<file path="src/rtl/noc_dev_rx_framer.sv">
// Device-side receive framer: delineates command/destination/payload frames from the NOC link
// and stores them in a commit/rollback FIFO so the device only ever sees complete frames.
module noc_dev_rx_framer #(
  parameter int DEPTH = 64,
  parameter int AW    = 6
) (
  input  logic          clk,
  input  logic          reset,
  input  logic          noc_to_dev_ctl,
  input  logic [7:0]    noc_to_dev_data,
  output logic          out_valid,
  input  logic          out_ready,
  output logic [7:0]    out_data,
  output logic          out_first,
  output logic          out_last,
  output logic          frame_drop,
  output logic          frame_abort,
  output logic          stray_byte,
  output logic          busy,
  output logic [AW:0]   fill_level
);

  typedef enum logic [1:0] {S_IDLE, S_DEST, S_PAYLOAD, S_DROP} state_t;

  localparam logic [AW:0] DEPTH_W = (AW+1)'(DEPTH);

  state_t        state_q, state_d;
  logic [5:0]    count_q, count_d;
  logic [4:0]    n_q, n_d;
  logic [AW:0]   rd_ptr_q, rd_ptr_d;
  logic [AW:0]   wr_spec_q, wr_spec_d;
  logic [AW:0]   wr_commit_q, wr_commit_d;
  logic          drop_q, drop_d;
  logic          abort_q, abort_d;
  logic          stray_q, stray_d;

  // Entry layout: {first, last, data[7:0]}
  logic [9:0]    mem [DEPTH];
  logic          we;
  logic [AW-1:0] waddr;
  logic [9:0]    wdata;

  logic [9:0]    head;
  logic          pop;
  logic [2:0]    opcode;
  logic [4:0]    len;
  logic          idle_proc;
  logic [AW:0]   base;
  logic [AW:0]   free;
  logic [AW:0]   need;

  assign opcode = noc_to_dev_data[7:5];
  assign len    = noc_to_dev_data[4:0];

  assign head       = mem[rd_ptr_q[AW-1:0]];
  assign out_valid  = (wr_commit_q != rd_ptr_q);
  assign pop        = out_valid & out_ready;
  assign out_data   = out_valid ? head[7:0] : 8'h00;
  assign out_first  = out_valid & head[9];
  assign out_last   = out_valid & head[8];
  assign fill_level = wr_commit_q - rd_ptr_q;
  assign busy       = (state_q != S_IDLE);
  assign frame_drop  = drop_q;
  assign frame_abort = abort_q;
  assign stray_byte  = stray_q;

  always_comb begin
    state_d     = state_q;
    count_d     = count_q;
    n_d         = n_q;
    rd_ptr_d    = rd_ptr_q + (AW+1)'(pop);
    wr_spec_d   = wr_spec_q;
    wr_commit_d = wr_commit_q;
    drop_d      = 1'b0;
    abort_d     = 1'b0;
    stray_d     = 1'b0;
    we          = 1'b0;
    waddr       = wr_spec_q[AW-1:0];
    wdata       = '0;
    idle_proc   = 1'b0;
    base        = wr_spec_q;
    free        = '0;
    need        = '0;

    case (state_q)
      S_IDLE: idle_proc = 1'b1;
      S_DEST: begin
        if (noc_to_dev_ctl) begin
          abort_d   = 1'b1;
          wr_spec_d = wr_commit_q;
          base      = wr_commit_q;
          idle_proc = 1'b1;
        end else begin
          we        = 1'b1;
          wdata     = {1'b0, (n_q == 5'd0), noc_to_dev_data};
          wr_spec_d = wr_spec_q + 1'b1;
          if (n_q == 5'd0) begin
            wr_commit_d = wr_spec_q + 1'b1;
            state_d     = S_IDLE;
          end else begin
            count_d = {1'b0, n_q};
            state_d = S_PAYLOAD;
          end
        end
      end
      S_PAYLOAD: begin
        if (noc_to_dev_ctl) begin
          abort_d   = 1'b1;
          wr_spec_d = wr_commit_q;
          base      = wr_commit_q;
          idle_proc = 1'b1;
        end else begin
          we        = 1'b1;
          wdata     = {1'b0, (count_q == 6'd1), noc_to_dev_data};
          wr_spec_d = wr_spec_q + 1'b1;
          count_d   = count_q - 6'd1;
          if (count_q == 6'd1) begin
            wr_commit_d = wr_spec_q + 1'b1;
            state_d     = S_IDLE;
          end
        end
      end
      S_DROP: begin
        if (noc_to_dev_ctl) begin
          idle_proc = 1'b1;
        end else begin
          count_d = count_q - 6'd1;
          if (count_q == 6'd1) state_d = S_IDLE;
        end
      end
      default: state_d = S_IDLE;
    endcase

    // A command seen mid-frame is handled as if it arrived in IDLE, against the rolled-back pointer
    if (idle_proc) begin
      state_d = S_IDLE;
      if (noc_to_dev_ctl) begin
        if (opcode != 3'd0) begin
          free = DEPTH_W - (base - rd_ptr_q);
          need = (AW+1)'(len) + (AW+1)'(2);
          if (free >= need) begin
            we        = 1'b1;
            waddr     = base[AW-1:0];
            wdata     = {1'b1, 1'b0, noc_to_dev_data};
            wr_spec_d = base + 1'b1;
            n_d       = len;
            state_d   = S_DEST;
          end else begin
            drop_d  = 1'b1;
            count_d = 6'(len) + 6'd1;
            state_d = S_DROP;
          end
        end
      end else begin
        stray_d = 1'b1;
      end
    end
  end

  always_ff @(posedge clk or posedge reset) begin
    if (reset) begin
      state_q     <= S_IDLE;
      count_q     <= '0;
      n_q         <= '0;
      rd_ptr_q    <= '0;
      wr_spec_q   <= '0;
      wr_commit_q <= '0;
      drop_q      <= 1'b0;
      abort_q     <= 1'b0;
      stray_q     <= 1'b0;
    end else begin
      state_q     <= state_d;
      count_q     <= count_d;
      n_q         <= n_d;
      rd_ptr_q    <= rd_ptr_d;
      wr_spec_q   <= wr_spec_d;
      wr_commit_q <= wr_commit_d;
      drop_q      <= drop_d;
      abort_q     <= abort_d;
      stray_q     <= stray_d;
    end
  end

  always_ff @(posedge clk) begin
    if (we) mem[waddr] <= wdata;
  end

endmodule
</file>
<file path="config.mk">
export PLATFORM = sky130hd
export DESIGN_NAME = noc_dev_rx_framer
export DESIGN_NICKNAME = d
export VERILOG_FILES = /design/src/rtl/noc_dev_rx_framer.sv
export SDC_FILE = /design/constraint.sdc
export NUM_CORES = 1
export LEC_CHECK = 0
export CAP_MARGIN = 20
export CORE_MARGIN = 5
export CORE_UTILIZATION = 55
export CTS_BUF_LIST = sky130_fd_sc_hd__clkbuf_16
export DETAILED_ROUTE_END_ITERATION = 7
export MAX_ROUTING_LAYER = met4
export PLACE_DENSITY = 0.71
export SYNTH_ARGS = -nofsm -noshare
export SYNTH_HDL_FRONTEND = slang
export SYNTH_SLANG_ARGS = --single-unit
</file>
<file path="constraint.sdc">
create_clock -name clk -period 18.6 [get_ports clk]
set_input_delay 1.86 -clock clk [delete_from_list [all_inputs] [get_ports clk]]
set_output_delay 1.86 -clock clk [all_outputs]
set_load 0.1 [all_outputs]
</file>
==> results by group, run 1 <==
Timing
  – Final setup viols: 0
  – Ratio of final minimum period to clock period: 0.439
  – RSZ-0062 raised after global routing: false
  – Slew @ Worst Pin: 1.22 ns
  – Slew Viols, Final: 0
  – Tmin final: 8.16 ns
  – Clock skew: 0.0208 ns
  – Fin. Hold Viols: 0
  – Fin Setup TNS: 0 ns
  – Max-slew headroom: 0.185
  – Max frequency: 123 MHz

Yosys
  – Synth Register Bits: 677
  – Syn avg cell area: 19.9 µm²
  – Largest area contributor in the netlist: edfxtp_1
  – Combinational family with the most area after synthesis: multiplexers
  – Async SR Flop Fraction: 0.0547
  – Simple-Gate Fraction of Synth Area: 0.0359
  – Synthesis Warnings: 0
  – Sequential cell area fraction in the yosys report: 0.716
  – Synth Area in XOR/XNOR: 0.00903
  – Area share of the largest cell type after synthesis: 0.683
  – Cells after Synth: 1,417
  – Mapped cell area: 28,100 µm²
  – Post-Synth Adder-Cell Area: 0.0174
  – Post-synth EDFFs: 640
  – Synth cell types: 58
  – Post-synthesis mux area share: 0.178
  – Post-synthesis compound-gate area fraction: 0.0258
  – Synth top area cells: edfxtp_1 68%, mux4_2 16%, dfrtp_1 3.3%, ha_1 1.6%, mux2i_1 1.2%
  – Post-synth net total: 1,467
  – Synth Flop Type: edfxtp_1

GRT
  – Largest net degree at the start of global routing: 87
  – Initial antenna violation count: 1
  – Global-route wire length before repair: 94.2 mm
  – GRT overflow: 0
  – Vias in the first global route: 14,300
  – Total Routing Usage GR: 0.234

Cells and area
  – Finished Layout Cells: 2,242
  – Most frequent cells in the layout: 640 x edfxtp_1, 200 x mux4_2, 75 x buf_4, 71 x clkbuf_16, 56 x nor3_1
  – Layout fillers: 3,449
  – Area Overhead vs Synth: 13.2%
  – Multi-input gate area: 7620 µm²
  – Sequential cell area: 20,200 µm²
  – Layout cells sized above 1: 0.268
  – Final #Nets: 1,571
  – Commonest non-fill, non-tap cell in the layout: edfxtp_1

Worst hold path
  – WHS Path Cells: 2
  – Hold path start: n_q[0]
  – Hold WC Path Type: flip-flop to flip-flop
  – Hold endpoint: n_q[0]

Floorplanning
  – # rows: 82
  – Core area: 50,400 µm²
  – DIE AREA: 55,800 µm²
  – Initial Util: 0.558
  – Die span in y: 236 µm
  – Boundary Pins: 34
  – Die W: 236 µm

Critical path
  – CP max-delay cell: nor4_2
  – CP Capture Type: flip-flop
  – Most used cell, CP: inv_1
  – CP cell instances: clkdlybuf4s50_1, buf_4, nand2_1, a21oi_1, inv_1, ha_1, inv_1, ha_1, inv_1, fa_1, inv_1, a21o_1, a21oi_1, xnor2_1, ha_1, and3_1, a221oi_1, a31o_1, buf_4, inv_4, mux2_4, nor4_2
  – Flop-to-flop setup slack: 11.23 ns
  – R2R depth: 22
  – Crit-path max cell delay: 0.99 ns
  – WP data required: 18.80 ns
  – Worst r2r src: state_q[0]
  – CP startpoint kind: primary input
  – Worst-path fanout max: 83
  – Worst Path Class, Setup: primary input to flip-flop
  – Reg2reg end: mem[11][0]
  – Worst path arrival time: 8.36 ns

Placement
  – Port buffer count: 33
  – Global placer's final weighted congestion: 0.875
  – Inst Count DP: 2,116
  – Final HPWL DP: 37.5 mm

Outcome
  – Outcome: completed

Flow run
  – Max-cap violations: 0

CTS
  – Clock Pin Slew Worst Setup and Hold Paths: 0.06 ns
  – Clk sink count: 677
  – H-tree levels: 3
  – Root Driver: clkbuf_16
  – Clock Latency Late Sink: 0.59 ns
  – CTS resizes: 0
  – Max Root-Sink Buffers: 3
  – Post-CTS Setup Bufs: 0
  – Hold_buf cts: 0
  – Cts bufs inserted: 67
  – CTS tree: done

Drt
  – Drt drc: 0
  – DR iter-0 viols: 1,689
  – Routed len/inst: 28.0 µm
  – Final ANT Viol Nets: 0
  – Vias: 14,100
  – DR pass1 iterations: 5
  – Drt total wl: 62.8 mm
  – Vias/cell: 6.28
-- metal layers --
metal	global-route usage	vias to the layer above	routed length, µm
met2	0.361	572	30900
met1	0.334	7384	26300
li1	-	6051	-
met5	-	-	0
met3	0.0396	83	4430
met4	0.0603	0	1210
-- Yosys cell counts (all sizes together), types with 2 or more instances --
master / instances
edfxtp: 640
mux4: 200
nor3: 57
buf: 42
nand2: 42
dfrtp: 37
nor2: 37
ha: 36
clkbuf: 35
inv: 35
mux2i: 35
o21ai: 31
xnor2: 19
a21oi: 18
nor4: 17
nand3: 14
nor2b: 13
mux2: 12
a22oi: 11
o22ai: 11
xor2: 10
a21o: 8
a32oi: 5
nand2b: 5
a22o: 4
and3: 4
nand4: 4
o31ai: 4
a31oi: 3
and2: 3
a211oi: 2
a221oi: 2
clkinv: 2
fa: 2
nand3b: 2
or3: 2
or4: 2
-- registers in the layout, indices dropped and copies added (netlist names) --
name	flops
count_q	6
rd_ptr_q	7
n_q	5
wr_commit_q	7
wr_spec_q	7
frame_drop	1
state_q	2
frame_abort	1
mem	640
stray_byte	1
-- critical path: cells and delay by family --
kind                     cells  cell delay (ns)
XOR/XNOR                     1             0.13
multiplexers                 1             0.59
AO/OA/AOI/OAI                5             1.28
AND/OR/NAND/NOR              3             1.42
buffers and inverters        8             1.86
adder cells (fa/ha/maj)      4             1.15
-- worst max path at each step --
stage	startpoint	end	cells after the start
floorplan	noc_to_dev_ctl	mem[0][0]	23
global placement	noc_to_dev_ctl	mem[42][5]	22
detailed placement	noc_to_dev_ctl	mem[6][5]	22
CTS	noc_to_dev_ctl	mem[6][6]	22
global route	noc_to_dev_ctl	mem[11][0]	22
finish	noc_to_dev_ctl	mem[11][0]	22
-- layout make-up --
type | count | area share
Inverter | 37 | 0.00444
Sequential cell | 677 | 0.633
Clock buffer | 71 | 0.0558
Timing Repair Buffer | 112 | 0.0293
Antenna cell | 2 | 0.000157
Tap cell | 672 | 0.0264
Clock inverter | 45 | 0.0116
Multi-Input combinational cell | 626 | 0.239
-- logic make-up (layout without fill, tap and decap cells) --
logic type | after synthesis | count (layout)
mux | 247 | 247
simple gates | 205 | 205
fa+ha+maj | 38 | 38
compound gates | 107 | 107
flops | 677 | 677
other cells | 0 | 2
xor+xnor | 29 | 29
buf+inv | 114 | 265
-- per-stage QoR --
step / worst slack, ns / util / hold slack, ns / instance area (µm²)
5_1_grt: 9.99 / 0.632 / 0.562 / 31800
2_1_floorplan: 11.33 / - / 0.460 / 28100
3_3_place_gp: 9.98 / 0.588 / 0.487 / 29600
4_1_cts: 10.38 / 0.631 / 0.533 / 31800
3_5_place_dp: 9.75 / 0.588 / 0.515 / 29600
6_report: 10.44 / 0.632 / 0.527 / 31800
Power of run 1 is not shown: default switching activity piles up to over one toggle a cycle in this logic, so the estimate is an artifact.
==> run 2: changes to the inputs <==
--- a/config.mk
+++ b/config.mk
@@ -11,7 +11,7 @@
 export CTS_BUF_LIST = sky130_fd_sc_hd__clkbuf_16
 export DETAILED_ROUTE_END_ITERATION = 7
 export MAX_ROUTING_LAYER = met4
-export PLACE_DENSITY = 0.71
+export PLACE_DENSITY = 0.74
 export SYNTH_ARGS = -nofsm -noshare
 export SYNTH_HDL_FRONTEND = slang
 export SYNTH_SLANG_ARGS = --single-unit
==> constraint.sdc (replaced) <==
create_clock -name clk -period 6.7 [get_ports clk]
set_input_delay 0.67 -clock clk [delete_from_list [all_inputs] [get_ports clk]]
set_output_delay 0.67 -clock clk [all_outputs]
set_load 0.1 [all_outputs]
==> run 2 against run 1 <==
- global-route usage increased by 0.18 points
- clock skew is 0.014 ns higher
- first-iteration DRC count decreased by 3.5%
- via count up 1.5%
- critical path depth up 2
==> results by group, run 2 (synthesis gave the netlist of run 1 again) <==
Outcome
  – Outcome: completed

GRT
  – Initial antenna violation count: 0 (-1)
  – Total Routing Usage GR: 0.236 (+0.00177)
  – Global-route wire length before repair: 95.0 mm (+0.75%)
  – Vias in the first global route: 14,600 (+2.2%)
  – Largest net degree at the start of global routing: 161 (+85%)
  – GRT overflow: 0 (unchanged)

CTS
  – H-tree levels: 3 (unchanged)
  – Clock Pin Slew Worst Setup and Hold Paths: 0.06 ns (about the same)
  – Cts bufs inserted: 68 (+1.5%)
  – CTS tree: done
  – Clk sink count: 677 (unchanged)
  – CTS resizes: 0 (unchanged)
  – Clock Latency Late Sink: 0.62 ns (+0.03 ns)
  – Post-CTS Setup Bufs: 0 (unchanged)
  – Hold_buf cts: 0 (unchanged)
  – Max Root-Sink Buffers: 3 (unchanged)
  – Root Driver: clkbuf_16

Flow run
  – Max-cap violations: 0 (unchanged)

Timing
  – Fin. Hold Viols: 0 (unchanged)
  – Fin Setup TNS: 0 ns (unchanged)
  – Clock skew: 0.0346 ns (+0.0138 ns)
  – Final setup viols: 0 (unchanged)
  – WHS: 0.507 ns (-0.0200 ns)
  – Tmin final: 6.14 ns
  – Max-slew headroom: 0.254 (+0.0693)
  – Slew @ Worst Pin: 1.09 ns (-0.135 ns)
  – RSZ-0062 raised after global routing: false
  – Max frequency: 163 MHz
  – Ratio of final minimum period to clock period: 0.916
  – Slew Viols, Final: 0 (unchanged)

Critical path
  – Worst path arrival time: 6.49 ns (-1.87 ns)
  – Worst-path fanout max: 19 (-77%)
  – Worst Path Class, Setup: flip-flop to flip-flop
  – WP data required: 7.05 ns (-11.75 ns)
  – CP startpoint kind: flip-flop
  – CP Capture Type: flip-flop

Cells and area
  – Sequential cell area: 20,200 µm² (unchanged)
  – Commonest non-fill, non-tap cell in the layout: edfxtp_1
  – Area Overhead vs Synth: 13.6%
  – Cell area after layout: 32,000 µm² (+0.35%)
  – Layout fillers: 3,382 (-1.9%)
  – Most frequent cells in the layout: 640 x edfxtp_1, 200 x mux4_2, 90 x buf_4, 69 x clkbuf_16, 54 x nor3_1
  – Final #Nets: 1,586 (+0.95%)
  – Max reg flops: 640 (unchanged)
  – Multi-input gate area: 7630 µm² (+0.13%)
  – Ant diodes: 0 (-2)
  – Layout cells sized above 1: 0.274 (+0.00573)
  – Top reg by flops: mem

Floorplanning
  – # rows: 82 (unchanged)
  – Core area: 50,400 µm² (unchanged)
  – Initial Util: 0.558 (unchanged)
  – Boundary Pins: 34 (unchanged)
  – Die span in y: 236 µm (unchanged)
  – Die W: 236 µm (unchanged)
  – DIE AREA: 55,800 µm² (unchanged)

Worst hold path
  – Hold WC Path Type: primary input to async pin

Drt
  – DR pass1 iterations: 7 (+2)
  – Drt total wl: 63.2 mm (+0.65%)
  – Vias/cell: 6.32 (+0.56%)
  – Vias: 14,300 (+1.5%)
  – DR iter-0 viols: 1,630 (-3.5%)
  – Drt drc: 0 (unchanged)
  – Routed len/inst: 28.0 µm (-0.24%)
  – Final ANT Viol Nets: 0 (unchanged)

Placement
  – Port buffer count: 33 (unchanged)
  – Global placer's final weighted congestion: 0.907 (+3.7%)
  – Cell Area, Placed: 29,800 µm² (+0.68%)
  – Final HPWL DP: 38.9 mm (+3.7%)
==> run 2: cell count changes in the layout (fill, tap and decap cells not counted), moves of 2 or more <==
cell	previous run	this run
clkbuf_16	71	69
inv_1	47	50
nor3_2	1	3
clkbuf_4	2	0
clkinvlp_4	3	1
bufinv_16	6	3
diode_2	2	0
inv_16	0	2
clkinv_2	8	12
nor3_1	56	54
buf_4	75	90
buf_12	1	3
clkinv_1	11	17
==> run 2: metrics by stage <==
stage / cells / setup WS [ns] / utilization
global placement: 2138 / 0.476 / 0.592
floorplan: 1417 / 0.569 / -
global route: 2262 / 0.215 / 0.634
CTS: 2262 / 0.579 / 0.634
detailed placement: 2138 / 0.333 / 0.592
finish: 2262 / 0.562 / 0.634
==> run 2: path summary, 6_finish.rpt <==
check,slack (ns),to,cells past startpoint,from
min in group clk,0.51,n_q[2],2,n_q[2]
max,0.56,mem[16][3],24,state_q[0]
max in group asynchronous,5.77,rd_ptr_q[1],3,reset
max reg2reg,0.56,mem[16][3],24,state_q[0]
min reg2reg,0.51,n_q[2],2,n_q[2]
min,0.51,wr_commit_q[6],3,reset
==> run 2: metal layers <==
metal,global-route usage,vias up,routed length [µm]
met5,-,-,0
met4,0.0637,0,1700
met3,0.0557,105,5680
met2,0.362,673,30600
met1,0.325,7443,25200
li1,-,6075,-
==> run 2: layout make-up <==
class	instances	area share
tap	672	0.0263
clock buffer	69	0.0540
sequential	677	0.631
multi-input combinational	626	0.239
inverter	37	0.00442
clock inverter	55	0.0122
timing repair buffer	126	0.0334
==> run 2: worst max-delay path: stages, from the launching register on <==
cell and delay [ns]:
dfrtp_1 0.40, inv_1 0.10, ha_1 0.31, nand2_1 0.32, nor2_1 0.13, a21oi_1 0.15
buf_4 0.17, inv_1 0.09, ha_1 0.19, inv_1 0.06, ha_1 0.19, inv_1 0.07
fa_1 0.46, inv_1 0.08, a21o_1 0.11, a21oi_1 0.07, xnor2_1 0.16, ha_1 0.26
and3_1 0.14, a221oi_1 0.39, a31o_1 0.54, buf_12 0.23, mux2i_1 0.90, nor3_1 0.12
buf_4 0.23
Power of run 2 is left out for the same reason.
